[src/rtl/ram_coef_reader_pkg.sv]
// Shared constants, FSM encoding and unpack helper for the RAM coefficient reader.
package ram_coef_reader_pkg;

    localparam int COEF_W         = 12;
    localparam int WORD_W         = 96;
    localparam int ADDR_W         = 8;
    localparam int COEFS_PER_WORD = 8;
    localparam int NW_W           = 7;
    localparam int IDX_W          = 3;

    typedef enum logic [1:0] {
        ST_IDLE = 2'd0,
        ST_RUN  = 2'd1,
        ST_DONE = 2'd2
    } state_t;

    // Coefficient idx of a packed RAM word; idx 0 sits in the LSBs.
    function automatic logic [COEF_W-1:0] coef_slice(input logic [WORD_W-1:0] word,
                                                     input logic [IDX_W-1:0]  idx);
        return word[int'(idx)*COEF_W +: COEF_W];
    endfunction

endpackage

[src/rtl/ram_coef_reader_word_fifo.sv]
// Two-entry FIFO holding returned RAM words until they are fully unpacked.
module word_fifo_2x96
    import ram_coef_reader_pkg::*;
(
    input  logic              clk,
    input  logic              rst,
    input  logic              push,
    input  logic              pop,
    input  logic [WORD_W-1:0] din,
    output logic [WORD_W-1:0] dout,
    output logic              full,
    output logic              empty,
    output logic [1:0]        count
);

    logic [WORD_W-1:0] mem [2];
    logic              wr_ptr;
    logic              rd_ptr;
    logic              do_push;
    logic              do_pop;

    // Overflow and underflow requests are dropped rather than corrupting pointers.
    assign do_push = push && (count != 2'd2);
    assign do_pop  = pop && (count != 2'd0);
    assign dout    = mem[rd_ptr];
    assign full    = (count == 2'd2);
    assign empty   = (count == 2'd0);

    // Storage, pointers and occupancy.
    always_ff @(posedge clk) begin
        if (rst) begin
            mem[0] <= '0;
            mem[1] <= '0;
            wr_ptr <= 1'b0;
            rd_ptr <= 1'b0;
            count  <= 2'd0;
        end else begin
            if (do_push) begin
                mem[wr_ptr] <= din;
                wr_ptr      <= ~wr_ptr;
            end
            if (do_pop) begin
                rd_ptr <= ~rd_ptr;
            end
            case ({do_push, do_pop})
                2'b10:   count <= count + 2'd1;
                2'b01:   count <= count - 2'd1;
                default: count <= count;
            endcase
        end
    end

endmodule

[src/rtl/ram_coef_reader.sv]
// Streams n_words consecutive RAM words as 8 coefficients each over a valid/ready port.
module ram_coef_reader
    import ram_coef_reader_pkg::*;
(
    input  logic              clk,
    input  logic              rst,
    input  logic              start,
    input  logic [ADDR_W-1:0] r_start_offset,
    input  logic [NW_W-1:0]   n_words,
    output logic [ADDR_W-1:0] ram_raddr,
    input  logic [WORD_W-1:0] ram_rdata,
    output logic [COEF_W-1:0] coef_out,
    output logic              coef_valid,
    input  logic              coef_ready,
    output logic              coef_last,
    output logic              busy,
    output logic              finish
);

    state_t            state;
    logic [NW_W-1:0]   n_lat;
    logic [NW_W-1:0]   issued;
    logic [NW_W-1:0]   popped;
    logic [IDX_W-1:0]  idx;
    logic              rd_addr_q;
    logic              rd_data_q;

    logic [WORD_W-1:0] fifo_dout;
    logic              fifo_full;
    logic              fifo_empty;
    logic [1:0]        fifo_count;
    logic [2:0]        in_use;
    logic              issue;
    logic              load;
    logic              pop;
    logic              xfer_last;

    // A read occupies rd_addr_q while its address is on the bus and rd_data_q
    // while its data is on ram_rdata; both count against the 2-word budget.
    assign in_use    = {1'b0, fifo_count} + {2'b00, rd_addr_q} + {2'b00, rd_data_q};
    assign issue     = (state == ST_RUN) && (issued != n_lat) && (in_use < 3'd2) && !fifo_full;
    assign load      = (state == ST_RUN) && !fifo_empty && (!coef_valid || coef_ready);
    assign pop       = load && (idx == IDX_W'(COEFS_PER_WORD - 1));
    assign xfer_last = coef_valid && coef_ready && coef_last;

    word_fifo_2x96 u_fifo (
        .clk   (clk),
        .rst   (rst),
        .push  (rd_data_q),
        .pop   (pop),
        .din   (ram_rdata),
        .dout  (fifo_dout),
        .full  (fifo_full),
        .empty (fifo_empty),
        .count (fifo_count)
    );

    // Job FSM, read issue, unpack stage and all registered outputs.
    always_ff @(posedge clk) begin
        if (rst) begin
            state      <= ST_IDLE;
            ram_raddr  <= '0;
            coef_out   <= '0;
            coef_valid <= 1'b0;
            coef_last  <= 1'b0;
            busy       <= 1'b0;
            finish     <= 1'b0;
            n_lat      <= '0;
            issued     <= '0;
            popped     <= '0;
            idx        <= '0;
            rd_addr_q  <= 1'b0;
            rd_data_q  <= 1'b0;
        end else begin
            rd_data_q <= rd_addr_q;
            rd_addr_q <= 1'b0;
            case (state)
                ST_IDLE: begin
                    if (start) begin
                        n_lat  <= n_words;
                        popped <= '0;
                        idx    <= '0;
                        busy   <= 1'b1;
                        if (n_words != 7'd0) begin
                            state     <= ST_RUN;
                            ram_raddr <= r_start_offset;
                            rd_addr_q <= 1'b1;
                            issued    <= 7'd1;
                        end else begin
                            state  <= ST_DONE;
                            finish <= 1'b1;
                            issued <= 7'd0;
                        end
                    end
                end
                ST_RUN: begin
                    if (issue) begin
                        ram_raddr <= ram_raddr + 8'd1;
                        rd_addr_q <= 1'b1;
                        issued    <= issued + 7'd1;
                    end
                    if (load) begin
                        coef_out   <= coef_slice(fifo_dout, idx);
                        coef_valid <= 1'b1;
                        coef_last  <= pop && (popped == (n_lat - 7'd1));
                        idx        <= idx + 3'd1;
                        if (pop) begin
                            popped <= popped + 7'd1;
                        end
                    end else if (coef_valid && coef_ready) begin
                        coef_valid <= 1'b0;
                        coef_last  <= 1'b0;
                    end
                    if (xfer_last) begin
                        state  <= ST_DONE;
                        finish <= 1'b1;
                    end
                end
                ST_DONE: begin
                    state  <= ST_IDLE;
                    busy   <= 1'b0;
                    finish <= 1'b0;
                end
                default: begin
                    state  <= ST_IDLE;
                    busy   <= 1'b0;
                    finish <= 1'b0;
                end
            endcase
        end
    end

endmodule

[config.mk]
export PLATFORM = sky130hd
export DESIGN_NAME = ram_coef_reader
export DESIGN_NICKNAME = d
export VERILOG_FILES = /design/src/rtl/ram_coef_reader_pkg.sv /design/src/rtl/ram_coef_reader_word_fifo.sv /design/src/rtl/ram_coef_reader.sv
export SDC_FILE = /design/constraint.sdc
export NUM_CORES = 1
export LEC_CHECK = 0
export BUFFER_PORTS_ARGS = -buffer_cell sky130_fd_sc_hd__buf_2
export CORE_AREA = 2 2 138 140
export CTS_BUF_LIST = sky130_fd_sc_hd__clkbuf_8 sky130_fd_sc_hd__clkbuf_16
export CTS_CLUSTER_SIZE = 25
export DETAILED_ROUTE_END_ITERATION = 10
export DIE_AREA = 0 0 140 142
export PLACE_DENSITY = 0.85
export SYNTH_ARGS = -nofsm -noshare
export SYNTH_HDL_FRONTEND = slang
export SYNTH_SLANG_ARGS = --single-unit
[constraint.sdc]
create_clock -name clk -period 9.3 [get_ports clk]
set_input_delay 0.465 -clock clk [delete_from_list [all_inputs] [get_ports clk]]
set_output_delay 0.465 -clock clk [all_outputs]
set_load 0.005 [all_outputs]
# Word level (Yosys, flattened, before mapping)
# Memories as Yosys holds them, arrays and structs flattened. A register that Yosys moved wholly into a read port is not among the register bits.
# Cells that the tools add are included.
[totals]
register_bits = 56
latchBits = 0
mem_bits_rw = 192
rom_bits = 0
in_bits = 115
output_inout_bits = 24
elab_cells = 123
mem_count = 1
[memory_table]
columns = ["name", "words", "width", "rd", "rd_clocked_by_memory_dff", "write_ports", "line", "rtl"]
rows = [
  ["u_fifo.mem", 2, 96, 1, 1, 2, "ram_coef_reader_word_fifo.sv:16", "logic [WORD_W-1:0] mem [2];"],
]
[classes]
add_sub_neg = 9
multipliers = 1
n_div = 0
magnitude_cmp = 1
eq_ne = 15
shifts = 1
muxes = 43
bitwise = 3
n_reduce_logical = 33
[ops]
columns = ["operator", "n"]
rows = [
  ["$mux 96", 1],
  ["$reduce_or 96->1", 1],
  ["$shiftx 96x8->12", 1],
  ["$mux 7", 5],
  ["$pmux 7 s2", 2],
  ["$mux 8", 3],
  ["$mux 1", 20],
  ["$ne 2x2->1 const B", 8],
  ["$pmux 8 s2", 1],
  ["$add 7x1->7 const B", 2],
  ["$logic_and 1x1->1", 11],
  ["$reduce_and 2->1", 5],
  ["$reduce_and 3->1", 3],
  ["$add 8x1->8 const B", 1],
  ["$pmux 2 s2", 2],
  ["$reduce_and 4->1", 2],
  ["$reduce_bool 2->1", 4],
  ["$eq 7x7->1", 1],
  ["$ne 7x7->1", 1],
  ["$reduce_bool 7->1", 1],
  ["$sub 7x1->7 const B", 1],
  ["$mux 2", 3],
  ["$mux 3", 2],
  ["$pmux 1 s2", 3],
  ["other kinds (15)", 22],
]

# Logic depth before layout (Yosys ltp)
# Gate-level depths: netlist (run 1).
[depth]
depth_word = 8
depth_mapped = 8
mapped_depth_nobuf = 8

# Modules after synthesis
# From an unflattened synthesis (run 1), not the netlist that was laid out.
[unflattened]
cells_unflattened = 998
area_unflattened_um2 = 11870.1
[modules_own_cells]
columns = ["mod", "instances", "cells_each", "area_per_inst_um2", "seq_area_each_um2"]
rows = [
  ["word_fifo_2x96", 1, 646, 8593.2, 5865.6],
  ["ram_coef_reader", 1, 352, 3276.9, 1041.0],
]

# Worst setup path after synthesis (run 1)
# No wires, ideal clock.
[synth_timing]
kind = "flip-flop to flip-flop"
startpoint = "register u_fifo.count[0]"
endpoint = "memory u_fifo.mem[0][0], enable pin"
setup_time_ns = 0.571
arrival_time_ns = 5.079
required_ns = 8.729
slack_ns = 3.650
stages_incl_launch_ff = 3
path_buffers = 0
synth_period_minus_slack_ns = 5.650
path_cell_list = "dfxtp_1 o21ai_1 o21bai_1"
[synth_lines]
columns = ["item", "line", "rtl"]
rows = [
  ["from (decl)", "ram_coef_reader_word_fifo.sv:13", "output logic [1:0] count"],
  ["from (signal assigned)", "ram_coef_reader_word_fifo.sv:46", "2'b10: count <= count + 2'd1;"],
  ["from (signal assigned)", "ram_coef_reader_word_fifo.sv:47", "2'b01: count <= count - 2'd1;"],
  ["from (signal assigned)", "ram_coef_reader_word_fifo.sv:48", "default: count <= count;"],
  ["to (decl)", "ram_coef_reader_word_fifo.sv:16", ""],
]

==> run summary, run 1 <==
The run gives 50 as the number of rows created at floorplan. STA classifies the critical path startpoint as a register. The layout overhead on the synthesized area is 14.7%, and the async set-reset flop share out of synthesis is 0%. During I/O placement, the number of pins put on the boundary was 139. Count of pins over their slew limit: 0.

The count of nets left with antenna violations once routing finished came out at 0. Global routing consumed, over all layers together, 24.7% of the routing resources. The reported max-cap violation count is 0, and the total cell area at the placement stage is 12200 µm².

The tools report the net count of the finished layout as 1089. In the post-synthesis netlist, the biggest area contributors are sky130_fd_sc_hd__edfxtp_1 (51%), sky130_fd_sc_hd__and2_1 (11%), sky130_fd_sc_hd__dfxtp_1 (10%), sky130_fd_sc_hd__mux4_2 (9.5%), sky130_fd_sc_hd__a21oi_1 (2.1%). Setup repair after global routing left no endpoint under its margin. For the initial antenna violation count, the log shows 0. At the worst endpoint, the arrival time is 3.58 ns. After synthesis the netlist holds a flip-flop and latch count of 249.

After synthesis the cells add up to 11300 µm². The level count of the clock H-tree was 1. In the final layout, the share of cells above drive strength 1 is 25.4%. The leakage dissipation is 4.97 nW, and the pin count of the biggest net entering global routing is 98.

In this run the worst hold path is classified as in2reg. After global routing the overflow that remains totals 0. The cell that appears most often on the critical path is sky130_fd_sc_hd__buf_4. The run gives 4200 µm² as the total area of multi-input combinational cells. The synthesized design devotes to its leading area cell type 50.9% of total area. Sequential cell area fraction in the yosys report: 60.9%.

The startpoint identified for the worst hold timing path is n_words[3]. In this design, the largest share of critical-path delay is due to buffers and inverters. sky130_fd_sc_hd__edfxtp_1 takes more of the synthesized area than any other cell. Counting cells, the worst reg-to-reg path comes to 5.

The post-synthesis cell type count was 54; the worst clock skew was 0.0123 ns. The mean instance size in the synthesized netlist works out to 13.4 µm². In the routed layout, each cell is associated on average with a via count of 6.00. Across all layers, the routed design uses 7304 vias.

The origin of the worst setup path is u_fifo.count[0]$_SDFFE_PP0P_. The number of DRC markers after the initial detailed-route iteration was 681. No sink is reached through more buffers than the 3 on the longest clock path.

For the number of fillers in the final layout, the log shows 1223. The worst register-to-register path begins at u_fifo.count[0]$_SDFFE_PP0P_. Once the floorplan was initialized, standard cells occupied 61.4% of the core. The synthesized design contains 192 enable-type register cells. The worst hold path passes through 3 cells. CTS placed an instance of sky130_fd_sc_hd__clkbuf_16 at the clock tree root. Total power: 2.51 mW. The final setup TNS was 0 ns; the maximum fanout encountered on the critical timing path was 97. The critical path goes through o21ai_1 -> nor3b_4 -> buf_4 -> or2_4 -> buf_4. The final routed DRC violation total is 7, and the port buffer count is 138. The net count of the mapped netlist was 972; the average wire per standard cell was 20.0 µm. The via count of the first global-routing pass was 7364.

The pre-antenna-repair detailed-routing pass consisted of 9 iterations. The logs give 5.86 ns for the worst reg-to-reg setup slack and 0.139 mV for the peak ir drop on the vdd network. The number of hold buffers added after CTS is 0.

Summing all flip-flop and latch instances after layout gives 6910 µm². For the number of setup violations in the final report, the log shows 0. Post-CTS repair changed the size of 0 cells. Hold timing on the final database bottoms out at a slack of 0.190 ns. The first global-routing pass estimated 38300 µm of wire. The final routed wirelength across all metal layers is 24300 µm. In this run, CTS created clock tree buffers numbering 26. Routability-driven placement finished with a final weighted congestion of 0.812. In this run the power density over the cells is 193 nW/µm². The flow ran to the end, but the final reports show violations. The endpoint of the worst hold path is n_lat[3]$_SDFFE_PP0P_. For the finished layout, the period the worst path requires is 3.44 ns. By count the netlist is led by sky130_fd_sc_hd__and2_1 (196), sky130_fd_sc_hd__edfxtp_1 (192), sky130_fd_sc_hd__dfxtp_1 (57).

The logs give 15000 µm for the half-perimeter wire length of the detailed placement result and 13000 µm² for the cell area after layout. Counting every instance in the synthesized netlist gives 849. Based on the critical path, the design can be clocked at up to 291 MHz. For this design, the slowest cell found on the critical path is sky130_fd_sc_hd__buf_4. In this run the critical register-to-register path is captured at u_fifo.mem[1][52]$_SDFFCE_PN0P_.

Data on the critical path is required at its endpoint by 9.44 ns. The final number of hold-violating endpoints is 0, and the count of buffers added by post-CTS timing repair for setup is 0. Counting every sink on the clock net gives 249.

Dividing the final minimum period by the clock period gives 37.0%. Critical path class: reg2reg. For this run, the number of Yosys warnings is 0. The nature of the critical path endpoint is a register.

The largest single stage delay on the critical path is 0.88 ns. The run gives 23.7% as the worst relative slew slack. The most frequently used flop master after synthesis is sky130_fd_sc_hd__edfxtp_1. For the worst-skew pair, the clock arrives at the later sink with an insertion delay of 0.53 ns.

For the pin with the worst max-slew slack, the measured transition is 1.14 ns. Measured along the x axis, the die boundary spans 140 µm. The tools report the number of antenna repair diodes as 0.

The tools report the core utilization of the finished layout as 70.4%. The checks that failed: DRC. TritonCTS built the clock tree. After clock tree synthesis, the clock-pin slew on the worst setup and hold paths is 0.06 ns.

The floorplan step defined a core boundary enclosing 18500 µm². For the area of the die, the log shows 19900 µm². Counting both buffers and inverters, the worst setup path holds a total of 2. The die outline height is 142 µm. Most common cell in the synthesized netlist: sky130_fd_sc_hd__and2_1.
[stage by stage]
stage	setup slack (ns)	std cells
2_1_floorplan	3.65	849
3_3_place_gp	5.81	1172
3_5_place_dp	5.79	1172
4_1_cts	5.91	1218
5_1_grt	5.68	1218
6_report	5.86	1218
[worst min-delay path, cell delays in order]
cell and delay (ns):
sky130_fd_sc_hd__buf_2 0.10, sky130_fd_sc_hd__nand2_1 0.05, sky130_fd_sc_hd__a21oi_1 0.05
[placed cells by master, fill, tap and decap left out, types with 16 or more instances in the layout]
cell / netlist / final
sky130_fd_sc_hd__a21oi_1: 48 / 48
sky130_fd_sc_hd__a22oi_1: 24 / 24
sky130_fd_sc_hd__and2_1: 196 / 196
sky130_fd_sc_hd__buf_2: 8 / 138
sky130_fd_sc_hd__clkbuf_16: 0 / 27
sky130_fd_sc_hd__dfxtp_1: 57 / 55
sky130_fd_sc_hd__edfxtp_1: 192 / 192
sky130_fd_sc_hd__mux4_2: 48 / 48
sky130_fd_sc_hd__nand2_1: 33 / 33
sky130_fd_sc_hd__nor2_1: 41 / 41
sky130_fd_sc_hd__xnor2_1: 16 / 16
[how the worst max path moves through the flow]
stage | end | slack [ns] | cells after the start
floorplan | u_fifo.mem[0][0]$_SDFFCE_PN0P_ | 3.65 | 2
global placement | u_fifo.mem[1][22]$_SDFFCE_PN0P_ | 5.81 | 6
detailed placement | u_fifo.mem[1][8]$_SDFFCE_PN0P_ | 5.79 | 6
CTS | u_fifo.mem[1][55]$_SDFFCE_PN0P_ | 5.91 | 5
global route | u_fifo.mem[1][3]$_SDFFCE_PN0P_ | 5.68 | 5
finish | u_fifo.mem[1][52]$_SDFFCE_PN0P_ | 5.86 | 5
[cell type report]
cell class | count | area share [%]
flip-flops and latches | 249 | 53.2
multi-input cells | 540 | 32.3
repair buffers | 145 | 5.72
clock buffers | 29 | 5.41
well taps | 234 | 2.25
clock inverters | 17 | 1.03
inverters | 4 | 0.115
[state kept, by name, summed over array words and instances (netlist names), named ones only]
name,cells
u_fifo.mem,192
coef_out,12
ram_raddr,8
issued,7
n_lat,7
popped,7
idx,3
state,2
u_fifo.count,2
busy,1
coef_last,1
coef_valid,1
finish,1
rd_addr_q,1
rd_data_q,1
u_fifo.rd_ptr,1
u_fifo.wr_ptr,1
[where the power goes]
part	total [mW]	switching, mW	internal [mW]
combinational	0.206	0.116	0.0900
sequential	1.29	0.0326	1.26
clock	1.01	0.417	0.594
total	2.51	0.566	1.95
[kinds of logic after synthesis]
family                   count (synthesis)  synth area share (%)
adder cells (fa/ha/maj)                  8                 0.883
buffers and inverters                   60                  2.24
AO/OA/AOI/OAI                          113                  6.55
multiplexers                            52                  9.89
XOR/XNOR                                27                  2.21
flip-flops                             249                  60.9
AND/OR/NAND/NOR                        340                  17.3
[metal layers]
layer	global-route usage [%]	share of wire (%)	vias to the layer above	wire length [µm]
met5	0	0	-	0
met4	6.80	2.1	0	508
met3	3.60	6.3	45	1530
met2	42.9	52	276	12500
met1	33.2	40	3645	9770
li1	-	-	3338	-
No activity file was read; power rests on OpenSTA's default activity.
==> run 2: changes to the inputs <==
--- a/config.mk
+++ b/config.mk
@@ -6,12 +6,12 @@
 export NUM_CORES = 1
 export LEC_CHECK = 0
 export BUFFER_PORTS_ARGS = -buffer_cell sky130_fd_sc_hd__buf_2
-export CORE_AREA = 2 2 138 140
+export CORE_AREA = 2 2 143 145
 export CTS_BUF_LIST = sky130_fd_sc_hd__clkbuf_8 sky130_fd_sc_hd__clkbuf_16
 export CTS_CLUSTER_SIZE = 25
 export DETAILED_ROUTE_END_ITERATION = 10
-export DIE_AREA = 0 0 140 142
-export PLACE_DENSITY = 0.85
+export DIE_AREA = 0 0 145 147
+export PLACE_DENSITY = 0.8
 export SYNTH_ARGS = -nofsm -noshare
 export SYNTH_HDL_FRONTEND = slang
 export SYNTH_SLANG_ARGS = --single-unit
==> constraint.sdc (replaced) <==
create_clock -name clk -period 3.34 [get_ports clk]
set_input_delay 0.167 -clock clk [delete_from_list [all_inputs] [get_ports clk]]
set_output_delay 0.167 -clock clk [all_outputs]
set_load 0.005 [all_outputs]
==> run summary, run 2 (synthesis results as in run 1) <==
The flow ran to the end, and the final reports show no timing, DRC or antenna violations. The reported max-cap violation count is 0 (unchanged), and the port buffer count is 138 (unchanged). The topmost layer with routed signal wires is met4 (unchanged).

For the post-placement cell count, the log shows 1217 (was 1172). The layout overhead on the synthesized area is 24.8% (was 14.7%). The most frequent standard cell in the layout excluding fill and tap cells is sky130_fd_sc_hd__and2_1 (unchanged). The maximum single-stage delay on the critical path works out to 0.90 ns (was 0.88 ns). Average wire per standard cell: 20.0 µm (about the same).

Number of antenna repair diodes: 0 (unchanged). Top Registers: u_fifo.mem x192, coef_out x12, ram_raddr x8 (unchanged). The final routed DRC violation total came out at 0 (was 7). The first-pass GRT wire length is 43000 µm (was 38300 µm). The family with the most delay on the worst path is simple AND/OR/NAND/NOR gates (was buffers and inverters). The tools report the half-perimeter wire length of the detailed placement result as 15500 µm (was 15000 µm). The tools report the clock latency on the worst-skew pair as 0.52 ns (was 0.53 ns). The count of buffer and inverter cells on the critical path works out to 0 (was 2). The type of element launching the critical path is a register (unchanged). The run gives 10800 µm (was 9770 µm) as the met1 layer wirelength in the final routing. The root cell of the clock tree is sky130_fd_sc_hd__clkbuf_16 (unchanged). The power per unit of standard cell area came out at 488 nW/µm² (was 193 nW/µm²).

For the core footprint, the log shows 19800 µm² (was 18500 µm²). The number of clock sinks came out at 249 (unchanged). The number of nets still failing antenna checks after routing came out at 0 (unchanged). The nature of the critical path endpoint is a register (unchanged). The length of the first detailed-routing pass in iterations was 5 (was 9); the total number of vias was 7772 (was 7304). The total power was 6.91 mW (was 2.51 mW). The die outline height is 147 µm (was 142 µm).

Ordered list of cells on the worst path: nand2b_1 -> or3_1 -> nand2_1 -> mux2i_1 -> nor2b_1 (was o21ai_1 -> nor3b_4 -> buf_4 -> or2_4 -> buf_4). For the deepest clock path buffer count, the log shows 3 (unchanged). Top library cells by usage in the layout, fill and taps aside: sky130_fd_sc_hd__and2_1 (196), sky130_fd_sc_hd__edfxtp_1 (192), sky130_fd_sc_hd__buf_2 (138), sky130_fd_sc_hd__dlygate4sd3_1 (107), sky130_fd_sc_hd__dfxtp_1 (55) (was sky130_fd_sc_hd__and2_1 (196), sky130_fd_sc_hd__edfxtp_1 (192), sky130_fd_sc_hd__buf_2 (138), sky130_fd_sc_hd__dfxtp_1 (55)). The flip-flop count of the largest register after layout came out at 192 (unchanged). Setup repair after global routing left no endpoint under its margin. For the level count of the clock H-tree, the log shows 1 (unchanged). The logs give 753 (was 681) for the number of DRC markers after the initial detailed-route iteration and 5.45 nW (was 4.97 nW) for the leakage dissipation. The number of rows created at floorplan is 52 (was 50). The count of pins over their slew limit is 0 (unchanged), and the net count of the finished layout is 1205 (was 1089). The data required time at the worst endpoint is 3.79 ns (was 9.44 ns), and the count of placed standard cells in the final layout, fillers left out is 1372 (was 1218).

The starting utilization of the core area is 57.1% (was 61.4%). The clock period minus worst slack is 2.59 ns (was 3.44 ns), and the worst relative slew slack is 30.4% (was 23.7%). The tools report the source of the worst hold timing path as start (was n_words[3]).

The detailed-route vias per instance came out at 5.66 (was 6.00). The logs give 0.819 ns (was 5.79 ns) for the worst setup timing slack at the placement stage and 0 (unchanged) for the number of setup violations in the final report. The maximum frequency from static timing analysis was 386 MHz (was 291 MHz). The I/O pin count is 139 (unchanged), and the final setup TNS is 0 ns (unchanged). Origin of the worst setup path: state[1]$_SDFFE_PP0P_ (was u_fifo.count[0]$_SDFFE_PP0P_). The signal arrival time at the worst endpoint came out at 3.04 ns (was 3.58 ns). For the area of the die, the log shows 21300 µm² (was 19900 µm²). The total clock buffers created by CTS was 26 (unchanged). The fraction of the cycle the final worst path needs is 77.7% (was 37.0%), and the pin count of the biggest net entering global routing is 97 (was 98).

For the remaining global-route overflow, the log shows 0 (unchanged). The least setup slack across all paths after layout is 0.746 ns (was 5.86 ns), and the fraction of final layout cells sized beyond drive strength 1 is 23.0% (was 25.4%). The most flop-heavy register is u_fifo.mem (unchanged).

The core utilization of the finished layout is 71.3% (was 70.4%). TritonCTS built the clock tree. Endpoint of the worst hold path: state[1]$_SDFFE_PP0P_ (was n_lat[3]$_SDFFE_PP0P_).

Via count of the first global-routing pass: 7764 (was 7364). The critical path class was reg2reg (unchanged). The worst clock skew is 0.0101 ns (was 0.0123 ns), and the sum of met3 wire segment lengths after detailed routing is 1590 µm (was 1530 µm).

The post-cts resize count is 0 (unchanged). The cell count of the worst reg-to-reg path came out at 5 (unchanged). Reg-to-reg critical path endpoint: idx[0]$_SDFFE_PP0P_ (was u_fifo.mem[1][52]$_SDFFCE_PN0P_). The final routed wirelength across all metal layers is 27400 µm (was 24300 µm).

Worst reg2reg path startpoint: state[1]$_SDFFE_PP0P_ (was u_fifo.count[0]$_SDFFE_PP0P_). The final number of hold-violating endpoints is 0 (unchanged), and the transition time at the pin with the least slew margin is 1.04 ns (was 1.14 ns). The global placer's final weighted congestion is 0.829 (was 0.812), and the worst reg-to-reg setup slack is 0.75 ns (was 5.86 ns). Peak ir drop on the vdd network: 0.454 mV (was 0.139 mV). The class of the most critical hold timing path was in2reg (unchanged).

The count of cells along the worst hold path is 3 (unchanged). The combined global-route utilization of all metal layers was 25.7% (was 24.7%). Library cell contributing the largest single delay on the critical path: sky130_fd_sc_hd__or3_1 (was sky130_fd_sc_hd__buf_4). The clock slew at the register clock pins of the worst setup and hold paths is 0.06 ns (about the same).

The maximum fanout encountered on the critical timing path came out at 30 (was 97). The run gives 0 (unchanged) as the initial antenna violation count. The met2 wire length was 14500 µm (was 12500 µm); the floorplan die width was 145 µm (was 140 µm).
-- run 2: changes by cell type in the layout (fill, tap and decap cells not counted), sizes merged --
cell | before | now
buf | 145 | 154
bufinv | 2 | 0
clkbuf | 29 | 27
clkinv | 8 | 11
dlygate4sd3 | 0 | 107
inv | 10 | 13
-- run 2: metal layers --
metal,vias up,GRT usage (%)
li1,3583,-
met1,3830,34.0
met2,317,46.2
met3,42,3.04
met4,0,5.99
met5,-,0
-- run 2: area by class of cell --
cell class / instances / area, µm²
sequential: 249 / 6910
multi-input combinational: 540 / 4200
tap: 270 / 338
clock inverter: 21 / 91.3
clock buffer: 27 / 676
inverter: 4 / 15.0
fill: 1230 / 5690
timing repair buffer: 261 / 1920
-- run 2: worst max-delay path by stage --
stage                                                 to  slack (ns)  depth (start not counted)
after floorplan           u_fifo.mem[1][0]$_SDFFCE_PN0P_        0.47                          4
final                                idx[0]$_SDFFE_PP0P_        0.75                          5
after detailed placement             idx[0]$_SDFFE_PP0P_        0.82                          5
after CTS                            idx[0]$_SDFFE_PP0P_        0.78                          5
after global placement          coef_out[8]$_SDFFE_PP0P_        0.92                          6
after global routing                 idx[0]$_SDFFE_PP0P_        0.57                          5
-- run 2: per-stage QoR --
| stage | area [µm²] | hold WS, ns |
|---|---|---|
| floorplan | 11300 | 0.303 |
| global placement | 12300 | 0.419 |
| detailed placement | 12300 | 0.424 |
| CTS | 14200 | 0.0109 |
| global route | 14200 | 0.0498 |
| finish | 14200 | 0.0123 |
-- run 2: power breakdown --
part | total [mW] | internal, mW | switching [mW]
combinational | 0.697 | 0.342 | 0.355
sequential | 3.60 | 3.51 | 0.0912
clock | 2.61 | 1.45 | 1.16
total | 6.91 | 5.30 | 1.60
-- run 2: worst min-delay path, stage by stage --
cell                      delay, ns
sky130_fd_sc_hd__buf_2         0.09
sky130_fd_sc_hd__a21oi_1       0.07
sky130_fd_sc_hd__nor4_1        0.14
-- run 2: repair_timing --
action                                 in CTS  in global routing
endpoints found under the hold margin     203                  0
hold buffers                              107                  0
setup endpoints to repair                   0                  0
buffers inserted                            0                  0
